$ cat src/rtl/sd_card_cmd_responder.sv
// SD card CMD-line responder: receives 48-bit host command frames and checks
// their CRC7, then drives a short (48-bit) or long (136-bit) response frame
// from a descriptor supplied by the card logic.
//
// state    | meaning
// ---------+-----------------------------------------------------------
// IDLE     | CMD line idle, watching for a start bit
// RX       | shifting in the remaining 47 bits of a host command
// WAIT_RSP | good command decoded, waiting for a response descriptor
// NCR      | descriptor latched, holding off until the Ncr gap is met
// TX       | driving the response frame onto the CMD line
module sd_card_cmd_responder #(
  parameter int NcrCycles = 2
) (
  input  logic         clk_i,
  input  logic         rst_i,
  input  logic         cmd_i,
  output logic         cmd_o,
  output logic         cmd_en_o,
  output logic         cmd_valid_o,
  output logic [5:0]   cmd_index_o,
  output logic [31:0]  cmd_arg_o,
  output logic         cmd_crc_err_o,
  output logic         cmd_end_err_o,
  output logic         rsp_ready_o,
  input  logic         rsp_valid_i,
  input  logic         rsp_none_i,
  input  logic         rsp_long_i,
  input  logic         rsp_no_crc_i,
  input  logic [5:0]   rsp_index_i,
  input  logic [31:0]  rsp_arg_i,
  input  logic [126:0] rsp_long_data_i
);

  typedef enum logic [2:0] {IDLE, RX, WAIT_RSP, NCR, TX} state_t;

  // Counter value seen in the cycle after the end bit; reaching zero marks
  // the earliest cycle from which an accept may launch the start bit next.
  localparam logic [5:0] NCR_LOAD = 6'(NcrCycles - 2);

  state_t         state, state_nxt;
  logic [5:0]     rx_cnt;
  logic [44:0]    rx_sr;
  logic [6:0]     rx_crc;
  logic [5:0]     ncr_cnt;
  logic [7:0]     tx_cnt;
  logic [135:0]   tx_sr;
  logic           crc_ok;
  logic           accept;
  logic           rx_last;
  logic [6:0]     rsp_crc;
  logic [135:0]   tx_frame;

  function automatic logic [6:0] crc7_step(input logic [6:0] crc, input logic b);
    logic fb;
    fb = crc[6] ^ b;
    return {crc[5:3], crc[2] ^ fb, crc[1:0], fb};
  endfunction

  function automatic logic [6:0] crc7_40(input logic [39:0] d);
    logic [6:0] c;
    c = 7'd0;
    for (int i = 39; i >= 0; i--) c = crc7_step(c, d[i]);
    return c;
  endfunction

  // Frame decode helpers and the response frame built from the live descriptor
  always_comb begin
    rx_last  = (state == RX) && (rx_cnt == 6'd0);
    crc_ok   = (rx_crc == rx_sr[6:0]);
    accept   = (state == WAIT_RSP) && rsp_valid_i;
    rsp_crc  = rsp_no_crc_i ? 7'h7F : crc7_40({2'b00, rsp_index_i, rsp_arg_i});
    if (rsp_long_i)
      tx_frame = {2'b00, 6'h3F, rsp_long_data_i, 1'b1};
    else
      tx_frame = {2'b00, rsp_index_i, rsp_arg_i, rsp_crc, 1'b1, 88'd0};
  end

  // Next-state logic and line outputs
  always_comb begin
    state_nxt   = state;
    rsp_ready_o = 1'b0;
    cmd_en_o    = 1'b0;
    cmd_o       = 1'b1;
    case (state)
      IDLE: if (!cmd_i) state_nxt = RX;
      RX: begin
        if (rx_cnt == 6'd46 && !cmd_i)
          state_nxt = IDLE;
        else if (rx_cnt == 6'd0)
          state_nxt = (crc_ok && cmd_i) ? WAIT_RSP : IDLE;
      end
      WAIT_RSP: begin
        rsp_ready_o = 1'b1;
        if (rsp_valid_i) begin
          if (rsp_none_i)             state_nxt = IDLE;
          else if (ncr_cnt == 6'd0)   state_nxt = TX;
          else                        state_nxt = NCR;
        end
      end
      NCR: if (ncr_cnt == 6'd0) state_nxt = TX;
      TX: begin
        cmd_en_o = 1'b1;
        cmd_o    = tx_sr[135];
        if (tx_cnt == 8'd0) state_nxt = IDLE;
      end
      default: state_nxt = IDLE;
    endcase
  end

  // State register
  always_ff @(posedge clk_i) begin
    if (rst_i) state <= IDLE;
    else       state <= state_nxt;
  end

  // Receive shifter, CRC accumulator and decoded-command outputs
  always_ff @(posedge clk_i) begin
    if (rst_i) begin
      rx_cnt        <= 6'd0;
      rx_sr         <= '0;
      rx_crc        <= 7'd0;
      cmd_valid_o   <= 1'b0;
      cmd_crc_err_o <= 1'b0;
      cmd_end_err_o <= 1'b0;
      cmd_index_o   <= 6'd0;
      cmd_arg_o     <= 32'd0;
    end else begin
      cmd_valid_o   <= 1'b0;
      cmd_crc_err_o <= 1'b0;
      cmd_end_err_o <= 1'b0;
      if (state == IDLE && !cmd_i) begin
        // start bit is 0, so it leaves a zero-initialised CRC unchanged
        rx_cnt <= 6'd46;
        rx_sr  <= '0;
        rx_crc <= 7'd0;
      end else if (state == RX) begin
        if (rx_cnt != 6'd0) begin
          rx_sr  <= {rx_sr[43:0], cmd_i};
          rx_cnt <= rx_cnt - 6'd1;
          if (rx_cnt >= 6'd8) rx_crc <= crc7_step(rx_crc, cmd_i);
        end
        if (rx_last) begin
          cmd_crc_err_o <= !crc_ok;
          cmd_end_err_o <= crc_ok && !cmd_i;
          cmd_valid_o   <= crc_ok && cmd_i;
          if (crc_ok && cmd_i) begin
            cmd_index_o <= rx_sr[44:39];
            cmd_arg_o   <= rx_sr[38:7];
          end
        end
      end
    end
  end

  // Ncr hold-off down-counter, started at the end bit of a good command
  always_ff @(posedge clk_i) begin
    if (rst_i)
      ncr_cnt <= 6'd0;
    else if (rx_last)
      ncr_cnt <= NCR_LOAD;
    else if ((state == WAIT_RSP || state == NCR) && ncr_cnt != 6'd0)
      ncr_cnt <= ncr_cnt - 6'd1;
  end

  // Response shifter: loaded on accept so later descriptor changes are ignored
  always_ff @(posedge clk_i) begin
    if (rst_i) begin
      tx_sr  <= '0;
      tx_cnt <= 8'd0;
    end else if (accept && !rsp_none_i) begin
      tx_sr  <= tx_frame;
      tx_cnt <= rsp_long_i ? 8'd135 : 8'd47;
    end else if (state == TX) begin
      tx_sr  <= {tx_sr[134:0], 1'b0};
      tx_cnt <= tx_cnt - 8'd1;
    end
  end

endmodule
$ cat config.mk
export PLATFORM = sky130hd
export DESIGN_NAME = sd_card_cmd_responder
export DESIGN_NICKNAME = d
export VERILOG_FILES = /design/src/rtl/sd_card_cmd_responder.sv
export SDC_FILE = /design/constraint.sdc
export NUM_CORES = 1
export LEC_CHECK = 0
export ABC_AREA = 1
export CORE_ASPECT_RATIO = 0.75
export CORE_MARGIN = 4
export CORE_UTILIZATION = 39
export DETAILED_ROUTE_END_ITERATION = 8
export SLEW_MARGIN = 15
export SYNTH_ARGS = -nofsm -noshare
export SYNTH_HDL_FRONTEND = slang
export SYNTH_SLANG_ARGS = --single-unit
$ cat constraint.sdc
create_clock -name clk_i -period 3.3 [get_ports clk_i]
set_clock_uncertainty 0.2 [all_clocks]
set_input_delay 0.495 -clock clk_i [delete_from_list [all_inputs] [get_ports clk_i]]
set_output_delay 0.495 -clock clk_i [all_outputs]
set_load 0.02 [all_outputs]
# Yosys cells after proc, flatten, opt, wreduce, memory -nomap -nowiden

Cells that the tools add are included.

Register bits after elaboration: 252
Input bits: 172
Output and inout port bits: 44
Word-level logic and storage cells: 154

$add $sub $neg: 3
Magnitude comparators: 1
Equality and inequality tests: 11
Multiplexer cells: 23
Bitwise gates (word level): 74
Reduce and logical (&&, ||, !) cells: 29

Operator list:

| kind                                                               | count |
|---|---|
| two-way mux 136 bit                                                | 2 |
| two-way mux 134 bit                                                | 1 |
| XOR 1 bit                                                          | 71 |
| two-way mux 3 bit                                                  | 8 |
| two-way mux 8 bit                                                  | 3 |
| two-way mux 6 bit                                                  | 3 |
| case mux 3 bit (5 select lines)                                    | 1 |
| zero test 6 bit                                                    | 2 |
| nonzero test 6 bit                                                 | 2 |
| subtractor 6 x 1 -> 6 bit (second input constant)                  | 2 |
| logical AND 1 bit                                                  | 8 |
| zero test 8 bit                                                    | 1 |
| inequality test 2 bit (second input constant)                      | 4 |
| subtractor 8 x 1 -> 8 bit (second input constant)                  | 1 |
| == test 7 bit                                                      | 1 |
| two-way mux 7 bit                                                  | 1 |
| == test 3 x 2 -> 1 bit (second input constant)                     | 2 |
| == test 6 bit (second input constant)                              | 1 |
| greater-or-equal comparator 6 x 4 -> 1 bit (second input constant) | 1 |
| nonzero test 2 bit                                                 | 3 |
| AND reduction 5 bit                                                | 1 |
| AND reduction 2 bit                                                | 2 |
| AND reduction 4 bit                                                | 1 |
| OR reduction 2 bit                                                 | 2 |
| 11 further kinds                                                   | 17 |

# Longest topological paths before layout

Gate-level depths: netlist of the first run.

Depth in word-level cells: 21
Gate-level depth with buffers: 26
Depth with buffers taken out: 25

# Worst setup path after synthesis of the first run

Ideal clock, no wire load.

Path kind: input port to flip-flop
From: input rsp_index_i[3]
To: register tx_sr[95]
Setup time: 117 ps
Data arrival time: 2,126 ps
Required time: 2,983 ps
Path slack: 857 ps
Cell stages on the path: 21
Buffers on the path: 1
Cells stage by stage: buf_4 inv_2 nand2_1 nand2_1 nand2_1 nand2_1 nand2_1 nand2_2 xor2_1 nand2_1 nand2_2 xor2_2 nand2_1 nand2_1 nand2_1 nand2_1 inv_1 nand2_1 nand3_1 a21oi_1 nor2_1

Longest elaborated chain between the ends: 19
Elaborated cells between the ends (all ways): 37
Classes of those cells: mux (3); bitwise (34)

Ends and longest elaborated chain:

| item                   | line | text |
|---|---|---|
| start: declaration     | 30   | `input logic [5:0] rsp_index_i,` |
| XOR 1 bit              | 56   | `fb = crc[6] ^ b;` |
| XOR 1 bit              | 57   | `return {crc[5:3], crc[2] ^ fb, crc[1:0], fb};` |
| XOR 1 bit              | 56   |  |
| XOR 1 bit              | 57   |  |
| XOR 1 bit              | 56   |  |
| XOR 1 bit              | 57   |  |
| XOR 1 bit              | 56   |  |
| XOR 1 bit              | 57   |  |
| [... 3 more ...]       | n/a  |  |
| XOR 1 bit              | 57   |  |
| XOR 1 bit              | 56   |  |
| XOR 1 bit              | 57   |  |
| XOR 1 bit              | 56   |  |
| XOR 1 bit *            | 57   |  |
| two-way mux 7 bit *    | 72   | `rsp_crc = rsp_no_crc_i ? 7'h7F : crc7_40({2'b00, rsp_index_i, rsp_arg_i});` |
| two-way mux 134 bit *  | 73   | `if (rsp_long_i)` |
| two-way mux 136 bit *  | 171  | `end else if (accept && !rsp_none_i) begin` |
| end signal: assignment | 172  | `tx_sr <= tx_frame;` |
| end signal: assignment | 175  | `tx_sr <= {tx_sr[134:0], 1'b0};` |
| end: declaration       | 47   | `logic [135:0] tx_sr;` |

Mark *: on every way between the ends. The rest lies on a longest branch, timed or not.
A chain may end at the register's enable or synchronous reset.

# Final worst setup path of the first run

From: register state[0]
To: output cmd_en_o

Longest elaborated chain between the ends: 2

Ends and longest elaborated chain:

| item                     | line | text |
|---|---|---|
| start: declaration       | 41   | `state_t state, state_nxt;` |
| start signal: assignment | 114  | `else state <= state_nxt;` |
| == test 3 bit            | 85   | `case (state)` |
| two-way mux 1 bit        | 85   |  |
| end: declaration         | 19   | `output logic cmd_en_o,` |

Every way passes these cells.

==> results.py, run 1 <==
metrics = {
    "timing": {
        "total_count_of_max_transition_violations_in_the_final_report": 0,
        "timing.final.setup_violations": 0,
        "finalSetupTns_ns": 0,
        "finalHoldViolations": 0,
        "grt_setup_unrepaired": "no",
        "worstMarginPinSlew_ns": 0.7289,
        "min_period_over_period": 0.8709,
        "max_freq_mhz": 348.0,
        "worst_slew_margin_rel": 0.5141,
        "worst_hold_slack_ns": 0.2417,
        "setup_slack_ns": 0.4260,
        "final.min_clock_period_ns": 2.874,
    },
    "clocking": {
        "numCtsBuffers": 26,
        "hold_buffers": 0,
        "clock_latency_on_the_worst_skew_pair_ns": 0.52,
        "cts_post_setup_buffers_inserted": 0,
        "ctsLongestPathBuffers": 3,
        "clk_transition_reported_paths_ns": 0.07,
        "clk_root_buffer_cell": "clkbuf_16",
        "tritoncts": "done",
        "ctsHtreeMaxLevel": 1,
        "post_cts_resized": 0,
        "cts.sinks": 252,
    },
    "drt": {
        "routed_wirelength_mm": 34.08,
        "vias_per_cell": 5.080,
        "detailroute.via_count": 11490,
        "drc": 0,
        "initialDrtViolationCount": 930,
        "detail_route_antenna_nets": 0,
        "first_pass_iters": 8,
        "drt-wirelength-per-cell_um": 15.07,
    },
    "finish": {
        "drive_gt1_frac": 0.07651,
        "antennaDiodeCount": 0,
        "finish.net_count": 2027,
        "post-route-util": 0.5130,
        "final-instance-count-excl-fill": 2261,
        "synthToLayoutAreaGrowth_pct": 27.71,
    },
    "critical_path": {
        "setup.worst_path.class": "flop to output pin",
        "r2r_end": "tx_sr[92]",
        "required_ns": 2.60,
        "critical_path.reg2reg.startpoint": "state[1]",
        "crit_fanout": 18,
        "setup.reg_to_reg.worst_slack_ns": 0.63,
        "worstSetupStartpointType": "flop",
        "r2r.worst_path.cells": 14,
        "cp_data_arrival_time_ns": 2.18,
        "cp-end-kind": "output pin",
    },
    "flow_run": {
        "maxCapViolations": 0,
    },
    "grt": {
        "grt_antenna_before_repair": 1,
        "grt-ovfl-total": 0,
        "grt_pass1_wl_mm": 55.55,
        "maximum_number_of_pins_on_one_net_before_global_route_repair": 101,
        "global_route.usage.total": 0.1943,
        "first_global_vias": 10710,
    },
    "logic_synthesis": {
        "synth-main-ff-cell": "dfxtp_1",
        "synth_nets": 1872,
        "post_synth_top_cells": "o21ai_0, nand2_1, dfxtp_1",
        "synth-seq-area-share": 0.4264,
        "synth_cell_types": 39,
        "synth-seq-cells": 252,
        "netlist_instances": 1694,
        "netlist.area_leader.share": 0.4264,
        "synth.yosys.warnings": 0,
        "postSynth.asyncResetShare": 0,
        "top_area_cells_in_the_synthesized_netlist": "dfxtp_1, o21ai_0, nand2_1, a21oi_1, inv_1",
        "synthesis.area_per_instance_um2": 6.985,
        "post-synth-top-area-cell": "dfxtp_1",
        "synth_most_common_cell": "o21ai_0",
        "synth_enable_flop_cells": 0,
        "syn-cell-area_um2": 11830,
    },
    "die": {
        "die_area_um2": 33220,
        "chipHeight_um": 158.9,
        "initial_core_util": 0.4017,
        "placement_rows": 54,
        "io_pins": 216,
        "placeableCoreArea_um2": 29460,
        "chipWidth_um": 209.1,
    },
    "place": {
        "dp_worst_setup_slack_ns": -0.02317,
        "gp_congestion": 0.8563,
        "place.port_buffers": 215,
        "place_hpwl_mm": 23.26,
        "place_inst": 2213,
    },
    "pwr": {
        "power_per_cell_area_nw_per_um2": 757.3,
        "vdd_drop_max_uv": 429.5,
        "power.static_leakage_nw": 5.873,
    },
    "hold_path": {
        "worst_hold_path.endpoint": "cmd_arg_o[24]",
        "timing.hold.worst_path_depth": 2,
        "hold_path_startpoint": "cmd_arg_o[24]",
        "timing.hold.worst.class": "flop to flop",
    },
    "outcome": {
        "status": "finished, final reports clean",
    },
}
-- per-stage QoR --
stage	cell area [µm²]	power (mW)
2_1_floorplan	11830	7.328
5_1_grt	15110	12.37
6_report	15110	11.44
3_3_place_gp	14270	8.552
3_5_place_dp	14270	8.622
4_1_cts	15110	11.53
-- flip-flops by register name (all words and copies together) (netlist names), 3 cells and up --
register / cells
cmd_arg_o: 32
cmd_index_o: 6
ncr_cnt: 6
rx_cnt: 6
rx_crc: 7
rx_sr: 45
state: 3
tx_cnt: 8
tx_sr: 136
-- power by group --
group | internal [mW] | switching, mW | total (mW)
Clock | 1.63 | 1.23 | 2.86
Combinational | 1.58 | 2.63 | 4.20
Sequential | 3.92 | 0.462 | 4.38
Total | 7.13 | 4.32 | 11.4
-- cell families (layout without fill, tap and decap cells) --
| logic type | after synthesis | count (layout) | synth area share |
|---|---|---|---|
| adder cells (fa/ha/maj) | 6 | 6 | 0.006344 |
| flip-flops | 252 | 252 | 0.4264 |
| XOR/XNOR | 27 | 27 | 0.02062 |
| AND/OR/NAND/NOR | 560 | 560 | 0.2014 |
| AO/OA/AOI/OAI | 589 | 589 | 0.2592 |
| buffers and inverters | 260 | 435 | 0.08607 |
-- routing by layer --
metal,track usage,vias up,share of wire
met1,0.3028,5229,0.52
met5,0,-,0.00059
li1,-,5934,-
met3,0.03886,28,0.063
met4,0.02994,2,0.014
met2,0.2816,294,0.41
-- final cells by class --
class | instances | area (µm²)
Clock buffer | 36 | 769.5
Clock inverter | 12 | 68.82
Fill cell | 2946 | 14350
Inverter | 150 | 566.8
Multi-Input combinational cell | 1182 | 5792
Sequential cell | 252 | 5045
Tap cell | 392 | 490.5
Timing Repair Buffer | 237 | 2380
-- cell usage in the layout (no fill, tap or decap), types with 12 or more instances in the layout --
master | netlist | final
nor2_1 | 84 | 83
clkdlybuf4s50_1 | 0 | 215
o21ai_0 | 358 | 358
dfxtp_1 | 252 | 252
nand2_2 | 35 | 35
buf_4 | 3 | 17
inv_1 | 133 | 132
xnor2_1 | 14 | 14
xor2_1 | 12 | 12
a21oi_1 | 167 | 167
nand2_1 | 354 | 352
clkbuf_16 | 0 | 27
nand3_1 | 46 | 45
inv_2 | 17 | 16
a31oi_1 | 45 | 45
-- worst max path at each step --
stage                        start   endpoint  slack, ns  depth (start not counted)
detailed placement  rsp_index_i[3]  tx_sr[95]      -0.02                         21
global placement    rsp_index_i[3]  tx_sr[95]       0.06                         20
floorplan           rsp_index_i[3]  tx_sr[95]       0.86                         21
CTS                       state[0]   cmd_en_o       0.36                          4
global route        rsp_index_i[4]  tx_sr[92]       0.18                         23
finish                    state[0]   cmd_en_o       0.43                          4
-- critical path, stage by stage (launching register included) --
cell and delay (ns):
dfxtp_1 0.35, nor2_1 0.21, nand2_4 0.19, inv_1 0.22, clkdlybuf4s50_1 0.69
No activity file was read; power rests on OpenSTA's default activity.
==> inputs of run 2 (changes only) <==
==> constraint.sdc (replaced) <==
create_clock -name clk_i -period 3.3 [get_ports clk_i]
set_clock_uncertainty 0.2 [all_clocks]
set_input_delay 0.66 -clock clk_i [delete_from_list [all_inputs] [get_ports clk_i]]
set_output_delay 0.66 -clock clk_i [all_outputs]
set_load 0.02 [all_outputs]
==> run 2 against run 1 <==
Net effect: final area grew 0.80%; hold slack improved by 0.00054 ns; clock-buffer cell count increased by 5; sequential power hardly changed; core utilization up 0.41 points.
==> results.py, run 2 (synthesis gave the netlist of run 1 again) <==
metrics = {
    "outcome": {
        "status": "finished, final reports clean",
    },
    "timing": {
        "timing.final.setup_violations": 0,
        "worstMarginPinSlew_ns": 0.7209,
        "total_count_of_max_transition_violations_in_the_final_report": 0,
        "grt_setup_unrepaired": "no",
        "min_period_over_period": 0.8856,
        "final.min_clock_period_ns": 2.923,
        "finalSetupTns_ns": 0,
        "worst_slew_margin_rel": 0.5194,
        "setup_slack_ns": 0.3774,
        "finalHoldViolations": 0,
        "max_freq_mhz": 342.2,
    },
    "finish": {
        "nFillCells": 2959,
        "final-instance-count-excl-fill": 2268,
        "synthToLayoutAreaGrowth_pct": 28.74,
        "final_common_cell": "o21ai_0",
        "top_register": "tx_sr",
        "finish.net_count": 2033,
        "drive_gt1_frac": 0.07787,
        "mostFrequentLayoutCells": "o21ai_0, nand2_1, dfxtp_1, clkdlybuf4s50_1, a21oi_1",
        "largest_register_ff_count": 136,
        "largest_regs": "tx_sr x136, rx_sr x45, cmd_arg_o x32",
    },
    "grt": {
        "grt-ovfl-total": 0,
        "first_global_vias": 10620,
        "maximum_number_of_pins_on_one_net_before_global_route_repair": 179,
        "global_route.usage.total": 0.1931,
        "grt_pass1_wl_mm": 55.23,
        "grt_antenna_before_repair": 2,
    },
    "clocking": {
        "clk_transition_reported_paths_ns": 0.06,
        "cts.sinks": 252,
        "ctsHtreeMaxLevel": 1,
        "hold_buffers": 0,
        "numCtsBuffers": 27,
        "ctsLongestPathBuffers": 3,
        "cts_post_setup_buffers_inserted": 0,
        "tritoncts": "done",
        "clock_latency_on_the_worst_skew_pair_ns": 0.53,
        "clk_root_buffer_cell": "clkbuf_16",
        "post_cts_resized": 0,
    },
    "place": {
        "dp_worst_setup_slack_ns": -0.1180,
        "gp_congestion": 0.8648,
        "place.port_buffers": 215,
        "place_hpwl_mm": 22.90,
        "place_inst": 2218,
    },
    "die": {
        "io_pins": 216,
        "die_area_um2": 33220,
        "placeableCoreArea_um2": 29460,
        "chipWidth_um": 209.1,
        "placement_rows": 54,
        "initial_core_util": 0.4017,
        "chipHeight_um": 158.9,
    },
    "drt": {
        "routed_wirelength_mm": 33.86,
        "initialDrtViolationCount": 804,
        "first_pass_iters": 5,
        "detail_route_antenna_nets": 0,
        "drc": 0,
        "detailroute.via_count": 11540,
        "drt-wirelength-per-cell_um": 14.93,
        "vias_per_cell": 5.088,
    },
    "critical_path": {
        "setup.worst_path.class": "flop to output pin",
        "required_ns": 2.44,
        "cp-end-kind": "output pin",
        "crit_fanout": 7,
        "worstSetupStartpointType": "flop",
        "cp_data_arrival_time_ns": 2.06,
    },
    "hold_path": {
        "timing.hold.worst.class": "flop to flop",
    },
    "pwr": {
        "power.static_leakage_nw": 5.925,
        "power_per_cell_area_nw_per_um2": 767.2,
        "vdd_drop_max_uv": 342.9,
    },
    "flow_run": {
        "maxCapViolations": 0,
    },
}
==> run 2: changes by cell type in the layout (fill, tap and decap cells not counted), sizes merged <==
cell and change:
clkinv -7, buf +5, clkbuf +5, bufinv +2
diode +1, inv +1
==> run 2: critical path: stages, from the launching register on <==
cell	delay [ns]
dfxtp_1	0.33
nor2_1	0.21
nand2_4	0.10
inv_1	0.19
clkdlybuf4s50_1	0.69
==> run 2: layout make-up <==
class,instances,area [µm²],area share
sequential,252,5045,0.3312
clock buffer,41,808.3,0.05306
clock inverter,8,98.84,0.006489
multi-input combinational,1182,5792,0.3802
timing repair buffer,242,2430,0.1595
antenna,1,2.502,0.0001643
inverter,150,566.8,0.03721
tap,392,490.5,0.03220
==> run 2: power by group <==
group | switching [mW] | internal (mW) | leakage (nW)
combinational | 2.66 | 1.60 | 3.43
clock | 1.22 | 1.84 | 0.442
sequential | 0.452 | 3.92 | 2.05
==> run 2: metal layers <==
metal	part of all wire	vias up	track usage
li1	-	5943	-
met1	0.51	5288	0.2967
met2	0.41	278	0.2837
met3	0.065	30	0.03886
met4	0.013	0	0.03143
met5	0	-	0
==> run 2: metrics by stage <==
stage | instance area, µm² | utilization | hold slack (ns) | total power [mW]
5_1_grt | 15230 | 0.5171 | 0.2627 | 12.60
3_3_place_gp | 14320 | 0.4862 | 0.2326 | 8.597
3_5_place_dp | 14320 | 0.4862 | 0.2353 | 8.658
4_1_cts | 15230 | 0.5170 | 0.2451 | 11.79
6_report | 15230 | 0.5171 | 0.2423 | 11.69
2_1_floorplan | 11830 | - | 0.2377 | 7.328
==> run 2: path summary, 6_finish.rpt <==
check | start | endpoint | slack [ns] | depth (start not counted)
hold reg to reg | cmd_arg_o[9] | cmd_arg_o[9] | 0.24 | 2
hold / removal | cmd_arg_o[9] | cmd_arg_o[9] | 0.24 | 2
setup / recovery | state[1] | cmd_en_o | 0.38 | 4
setup reg to reg | state[1] | tx_sr[93] | 0.68 | 14
==> inputs of run 3 (changes only) <==
--- a/config.mk
+++ b/config.mk
@@ -14,3 +14,4 @@
 export SYNTH_ARGS = -nofsm -noshare
 export SYNTH_HDL_FRONTEND = slang
 export SYNTH_SLANG_ARGS = --single-unit
+export TNS_END_PERCENT = 50
==> results of run 3 <==
The final DEF is identical to that of run 2; final timing and power are the same.
